[src/rtl/booth_mul_pipe_hs.sv]
// Radix-4 Booth multiplier, WIDTH x WIDTH -> 2*WIDTH, signed/unsigned per op.
// Four-stage valid/ready pipeline: encode, 4-2 level, 4-2 tree, final add.
module booth_mul_pipe_hs #(
    parameter int WIDTH = 32,
    parameter int TAG_W = 4
) (
    input  logic                 sys_clk,
    input  logic                 sys_rst,
    input  logic                 flush,
    input  logic                 in_valid,
    output logic                 in_ready,
    input  logic [WIDTH-1:0]     in_a,
    input  logic [WIDTH-1:0]     in_b,
    input  logic                 in_signed,
    input  logic [TAG_W-1:0]     in_tag,
    output logic                 out_valid,
    input  logic                 out_ready,
    output logic [2*WIDTH-1:0]   out_p,
    output logic [TAG_W-1:0]     out_tag
);

    localparam int PW = 2*WIDTH + 2;
    localparam int G  = WIDTH/2 + 1;

    function automatic int pow2Ceil(input int n);
        int p;
        p = 4;
        while (p < n) p = p * 2;
        return p;
    endfunction

    // Row count is padded to a power of two so every 4-2 level halves it.
    localparam int R = pow2Ceil(G);
    localparam int H = R / 2;
    localparam int L = $clog2(H) - 1;

    function automatic logic [2*PW-1:0] csa42(input logic [PW-1:0] a, b, c, d);
        logic [PW-1:0] s1, c1, s2, c2;
        s1 = a ^ b ^ c;
        c1 = ((a & b) | (a & c) | (b & c)) << 1;
        s2 = s1 ^ c1 ^ d;
        c2 = ((s1 & c1) | (s1 & d) | (c1 & d)) << 1;
        return {c2, s2};
    endfunction

    logic             adv;
    logic             s1Valid_q, s2Valid_q, s3Valid_q, outValid_q;
    logic [TAG_W-1:0] s1Tag_q, s2Tag_q, s3Tag_q, outTag_q;
    logic [PW-1:0]    pp_d   [R];
    logic [PW-1:0]    pp_q   [R];
    logic [PW-1:0]    rows_d [H];
    logic [PW-1:0]    rows_q [H];
    logic [PW-1:0]    s3Sum_d, s3Carry_d, s3Sum_q, s3Carry_q;
    logic [2*WIDTH-1:0] outP_d, outP_q;

    assign adv       = out_ready | ~outValid_q;
    assign in_ready  = adv;
    assign out_valid = outValid_q;
    assign out_p     = outP_q;
    assign out_tag   = outTag_q;

    // Unsigned mode zero-extends, so the extra top group recodes b[WIDTH-1].
    always_comb begin
        logic [WIDTH+1:0] aExt;
        logic [WIDTH+2:0] bExt;
        logic [PW-1:0]    aPos, a2Pos, mult;
        aExt  = {{2{in_signed & in_a[WIDTH-1]}}, in_a};
        bExt  = {{2{in_signed & in_b[WIDTH-1]}}, in_b, 1'b0};
        aPos  = {{WIDTH{aExt[WIDTH+1]}}, aExt};
        a2Pos = aPos << 1;
        for (int i = 0; i < R; i++) pp_d[i] = '0;
        for (int i = 0; i < G; i++) begin
            case (bExt[2*i +: 3])
                3'b001, 3'b010: mult = aPos;
                3'b011:         mult = a2Pos;
                3'b100:         mult = -a2Pos;
                3'b101, 3'b110: mult = -aPos;
                default:        mult = '0;
            endcase
            pp_d[i] = mult << (2*i);
        end
    end

    always_comb begin
        for (int g = 0; g < H/2; g++) begin
            {rows_d[2*g+1], rows_d[2*g]} = csa42(pp_q[4*g], pp_q[4*g+1], pp_q[4*g+2], pp_q[4*g+3]);
        end
    end

    always_comb begin
        logic [PW-1:0] cur [H];
        int n;
        for (int i = 0; i < H; i++) cur[i] = rows_q[i];
        for (int lvl = 0; lvl < L; lvl++) begin
            n = H >> lvl;
            for (int g = 0; g < H/4; g++) begin
                if (g < n/4) begin
                    {cur[2*g+1], cur[2*g]} = csa42(cur[4*g], cur[4*g+1], cur[4*g+2], cur[4*g+3]);
                end
            end
        end
        s3Sum_d   = cur[0];
        s3Carry_d = cur[1];
    end

    always_comb begin
        logic [PW-1:0] sum;
        sum    = s3Sum_q + s3Carry_q;
        outP_d = sum[2*WIDTH-1:0];
    end

    always_ff @(posedge sys_clk or posedge sys_rst) begin
        if (sys_rst) begin
            s1Valid_q  <= 1'b0;
            s2Valid_q  <= 1'b0;
            s3Valid_q  <= 1'b0;
            outValid_q <= 1'b0;
        end else if (flush) begin
            s1Valid_q  <= 1'b0;
            s2Valid_q  <= 1'b0;
            s3Valid_q  <= 1'b0;
            outValid_q <= 1'b0;
        end else if (adv) begin
            s1Valid_q  <= in_valid;
            s2Valid_q  <= s1Valid_q;
            s3Valid_q  <= s2Valid_q;
            outValid_q <= s3Valid_q;
        end
    end

    // Data registers follow adv only; stale contents behind a cleared valid are harmless.
    always_ff @(posedge sys_clk or posedge sys_rst) begin
        if (sys_rst) begin
            for (int i = 0; i < R; i++) pp_q[i] <= '0;
            for (int i = 0; i < H; i++) rows_q[i] <= '0;
            s1Tag_q   <= '0;
            s2Tag_q   <= '0;
            s3Tag_q   <= '0;
            outTag_q  <= '0;
            s3Sum_q   <= '0;
            s3Carry_q <= '0;
            outP_q    <= '0;
        end else if (adv) begin
            for (int i = 0; i < R; i++) pp_q[i] <= pp_d[i];
            for (int i = 0; i < H; i++) rows_q[i] <= rows_d[i];
            s1Tag_q   <= in_tag;
            s2Tag_q   <= s1Tag_q;
            s3Tag_q   <= s2Tag_q;
            outTag_q  <= s3Tag_q;
            s3Sum_q   <= s3Sum_d;
            s3Carry_q <= s3Carry_d;
            outP_q    <= outP_d;
        end
    end

endmodule

[config.mk]
export PLATFORM = sky130hd
export DESIGN_NAME = booth_mul_pipe_hs
export DESIGN_NICKNAME = d
export VERILOG_FILES = /design/src/rtl/booth_mul_pipe_hs.sv
export SDC_FILE = /design/constraint.sdc
export NUM_CORES = 2
export LEC_CHECK = 0
export ABC_CLOCK_PERIOD_IN_PS = 50500
export BUFFER_PORTS_ARGS = -buffer_cell sky130_fd_sc_hd__buf_4
export CAP_MARGIN = 20
export CORE_UTILIZATION = 49
export CTS_CLUSTER_DIAMETER = 80
export DETAILED_ROUTE_END_ITERATION = 16
export REMOVE_ABC_BUFFERS = 1
export SYNTH_ARGS = -nofsm -noshare
export SYNTH_HDL_FRONTEND = slang
export SYNTH_SLANG_ARGS = --single-unit
export TNS_END_PERCENT = 20
[constraint.sdc]
create_clock -name sys_clk -period 50.5 [get_ports sys_clk]
set_clock_uncertainty 0.05 [all_clocks]
set_input_delay 5.05 -clock sys_clk [delete_from_list [all_inputs] [get_ports sys_clk]]
set_output_delay 5.05 -clock sys_clk [all_outputs]
set_load 0.1 [all_outputs]
==> flow_summary.yaml <==
layout:
  layout.filler_cells: 16820
  area.growth.synth_to_final_pct: 10.47
  nNetsFinal: 10600
  layout.area.seq_um2: 36280
  layout-drive-gt1-share_pct: 8.234
  design_area_final_um2: 100700
  finish.cell_count_without_fillers: 12280
  multiInputGateArea_um2: 50440
global_routing:
  first_global_vias: 77060
  pin_count_of_the_biggest_net_entering_global_routing: 180
  grt_overflow: 0
  wire_length_of_the_first_global_routing_pass_um: 578000
  grt_antenna_before_repair: 41
  groute.usage.overall_pct: 43.63
yosys:
  synth-seq-cells: 1450
  synth_top_cell_by_area: "sky130_fd_sc_hd__dfrtp_1"
  count_of_mapped_cells_out_of_synthesis: 9903
  synth.lib_cells_used.distinct: 91
  synth-warning-count: 0
  synth.most_common_cell: "sky130_fd_sc_hd__nand2_1"
  netlist_area_um2: 91150
  synthTopCellsByArea: "sky130_fd_sc_hd__dfrtp_1, sky130_fd_sc_hd__fa_1, sky130_fd_sc_hd__nand2_1"
  yosys.area.top_type_share_pct: 39.81
  most_used_flip_flop_cell_after_synthesis: "sky130_fd_sc_hd__dfrtp_1"
  synth_enable_flop_cells: 0
  top_cells_by_count_synth: "sky130_fd_sc_hd__nand2_1, sky130_fd_sc_hd__dfrtp_1, sky130_fd_sc_hd__o21ai_0, sky130_fd_sc_hd__clkbuf_1, sky130_fd_sc_hd__fa_1"
  fraction_of_synthesis_flops_using_an_asynchronous_set_or_reset_pin_pct: 100.0
  syn_area_per_cell_um2: 9.204
  yosysSeqAreaShare_pct: 39.81
clock_tree:
  clk_latency_ns: 0.88
  clock_sink_count: 1450
  tritoncts.num_buffers: 170
  htreeDepth: 4
  post_cts_hold_buffer_count: 0
  cts.root.buffer_cell: "sky130_fd_sc_hd__clkbuf_16"
  cts-root-to-sink-buffers: 3
  tritoncts_clock_tree: "done"
  clk_pin_slew_worst_paths_ns: 0.06
  postCtsSetupRepairBufs: 0
  cts_resized: 0
worst_setup_path:
  timing.critical_path.to_type: "output port"
  arrival_ns: 6.32
  critical_path_peak_fanout: 91
  r2r_setup_slack_ns: 45.65
  worstReg2RegStart: "s3Carry_q[10]"
  timing.setup.critical_path_class: "in2out"
  start_kind: "input port"
  timing.rr.end: "out_p[58]"
  reg2reg_depth: 12
  critPathRequiredTime_ns: 45.40
sta:
  fin_crit_ns: 11.42
  setup_violations: 0
  finalCritPeriodShare_pct: 22.62
  drv_slew: 0
  timing.fmax_ghz: 0.08756
  final_hold_viol_count: 0
  worst_pin_slew_ns: 1.302
  slew-limit-headroom_pct: 12.79
  rsz0062_at_grt: "no"
  fin_setup_tns_ns: 0
placement:
  number_of_instances_in_the_placed_design: 11940
  place_area_um2: 94700
  buffer_ports.inserted: 143
  dp.final_hpwl_um: 283700
  place_congestion: 1.033
pwr:
  powerDensity_nw_per_um2: 78.63
  leakage_uw: 0.04804
  post-layout-total-power_uw: 7918
  worst_ir_drop_vdd_mv: 0.1197
drt:
  routed_wirelength_um: 409700
  dr_total_vias: 80510
  wl_per_cell_um: 33.37
  drt_drc_violations_left: 0
  ant_nets: 0
  detailedRoute.firstPassIterationCount: 8
  vias_per_cell: 6.557
  drt_iter0_drcs: 12190
worst_hold_path:
  worst_hold_path.endpoint: "out_tag[2]"
  timing.hold.worst.class: "reg2reg"
  holdPathStages: 2
  timing.hold.worst.start: "out_tag[2]"
die:
  design.portCount: 144
  rows: 157
  die-height_um: 433.3
  die_outline_area_um2: 187700
  initial_utilization_pct: 49.57
  core_um2: 183900
  dieWidth_um: 433.3
run_status:
  run_status: "completed"
flow_run:
  drv.max_cap_violation_count: 0
[flip-flops by register name, summed over array words and instances, names as in the netlist]
name / cells
s2Tag_q: 4
pp_q: 816
rows_q: 432
s3Valid_q: 1
s3Tag_q: 4
out_p: 64
s3Sum_q: 64
s1Tag_q: 4
out_tag: 4
out_valid: 1
s2Valid_q: 1
s1Valid_q: 1
s3Carry_q: 54
[critical path, stage by stage]
cell	delay, ns
sky130_fd_sc_hd__buf_4	0.09
sky130_fd_sc_hd__nor2b_4	0.05
sky130_fd_sc_hd__inv_8	0.33
sky130_fd_sc_hd__buf_4	0.37
sky130_fd_sc_hd__buf_4	0.34
[area by class of cell]
type | instances | area share, %
antenna | 25 | 0.06213
timing repair buffer | 409 | 3.273
multi-input combinational | 7154 | 50.09
sequential | 1450 | 36.03
clock buffer | 246 | 4.976
clock inverter | 56 | 0.7207
tap | 2464 | 3.062
inverter | 474 | 1.782
[layer usage]
layer	share of wire, %	wire length, um	track usage [%]
met4	7.8	32050	28.20
met5	0.069	281	0
met3	13	54830	16.53
met1	39	159800	58.44
met2	40	162800	58.70
[kinds of logic after synthesis]
logic type / Yosys count / share of synthesized area, %
DFF: 1450 / 39.81
adders and majority gates: 873 / 17.47
buffers and inverters: 1299 / 5.429
and+or+nand+nor: 3326 / 14.49
xor gates and xnor gates: 372 / 3.612
muxes: 44 / 0.4873
AOI/OAI and AO/OA: 2539 / 18.70
[how the worst max path moves through the flow]
stage	start	endpoint	slack, ns
2_1_floorplan	out_ready	in_ready	-62.46
3_3_place_gp	out_ready	in_ready	39.08
3_5_place_dp	out_ready	in_ready	39.07
4_1_cts	out_ready	in_ready	39.06
5_1_grt	out_ready	in_ready	39.01
6_report	out_ready	in_ready	39.08
[where the power goes]
part           internal [uW]  switching (uW)
clock network            747             544
logic                   1840            3060
registers               1510             218
total                   4100            3820
[cells in the final DEF, fill, tap and decap left out, types with 35 or more instances in the layout]
cell type	count
sky130_fd_sc_hd__o22ai_1	49
sky130_fd_sc_hd__o221ai_1	61
sky130_fd_sc_hd__nor2_1	401
sky130_fd_sc_hd__xnor2_1	242
sky130_fd_sc_hd__mux2i_1	41
sky130_fd_sc_hd__nand3_1	35
sky130_fd_sc_hd__a22o_1	152
sky130_fd_sc_hd__clkbuf_8	45
sky130_fd_sc_hd__o21ai_0	736
sky130_fd_sc_hd__a22oi_1	82
sky130_fd_sc_hd__a21oi_1	465
sky130_fd_sc_hd__a221oi_1	294
sky130_fd_sc_hd__a32o_1	45
sky130_fd_sc_hd__clkbuf_16	171
sky130_fd_sc_hd__fa_1	668
sky130_fd_sc_hd__dfrtp_1	1450
sky130_fd_sc_hd__nand2_1	2565
sky130_fd_sc_hd__o31ai_1	72
sky130_fd_sc_hd__ha_1	198
sky130_fd_sc_hd__xor2_1	106
sky130_fd_sc_hd__a21o_1	240
sky130_fd_sc_hd__a211oi_1	43
sky130_fd_sc_hd__buf_4	388
sky130_fd_sc_hd__inv_1	457
sky130_fd_sc_hd__a222oi_1	46
sky130_fd_sc_hd__nor3_1	153
sky130_fd_sc_hd__o211ai_1	43
[per-stage QoR]
step	hold WS, ns	utilization [%]	worst slack [ns]
2_1_floorplan	0.3886	-	-62.46
3_3_place_gp	0.3993	51.47	39.08
3_5_place_dp	0.4049	51.50	39.07
4_1_cts	0.4193	54.62	39.06
5_1_grt	0.4371	54.74	39.01
6_report	0.4139	54.77	39.08
(Power assumes the default switching activity.)
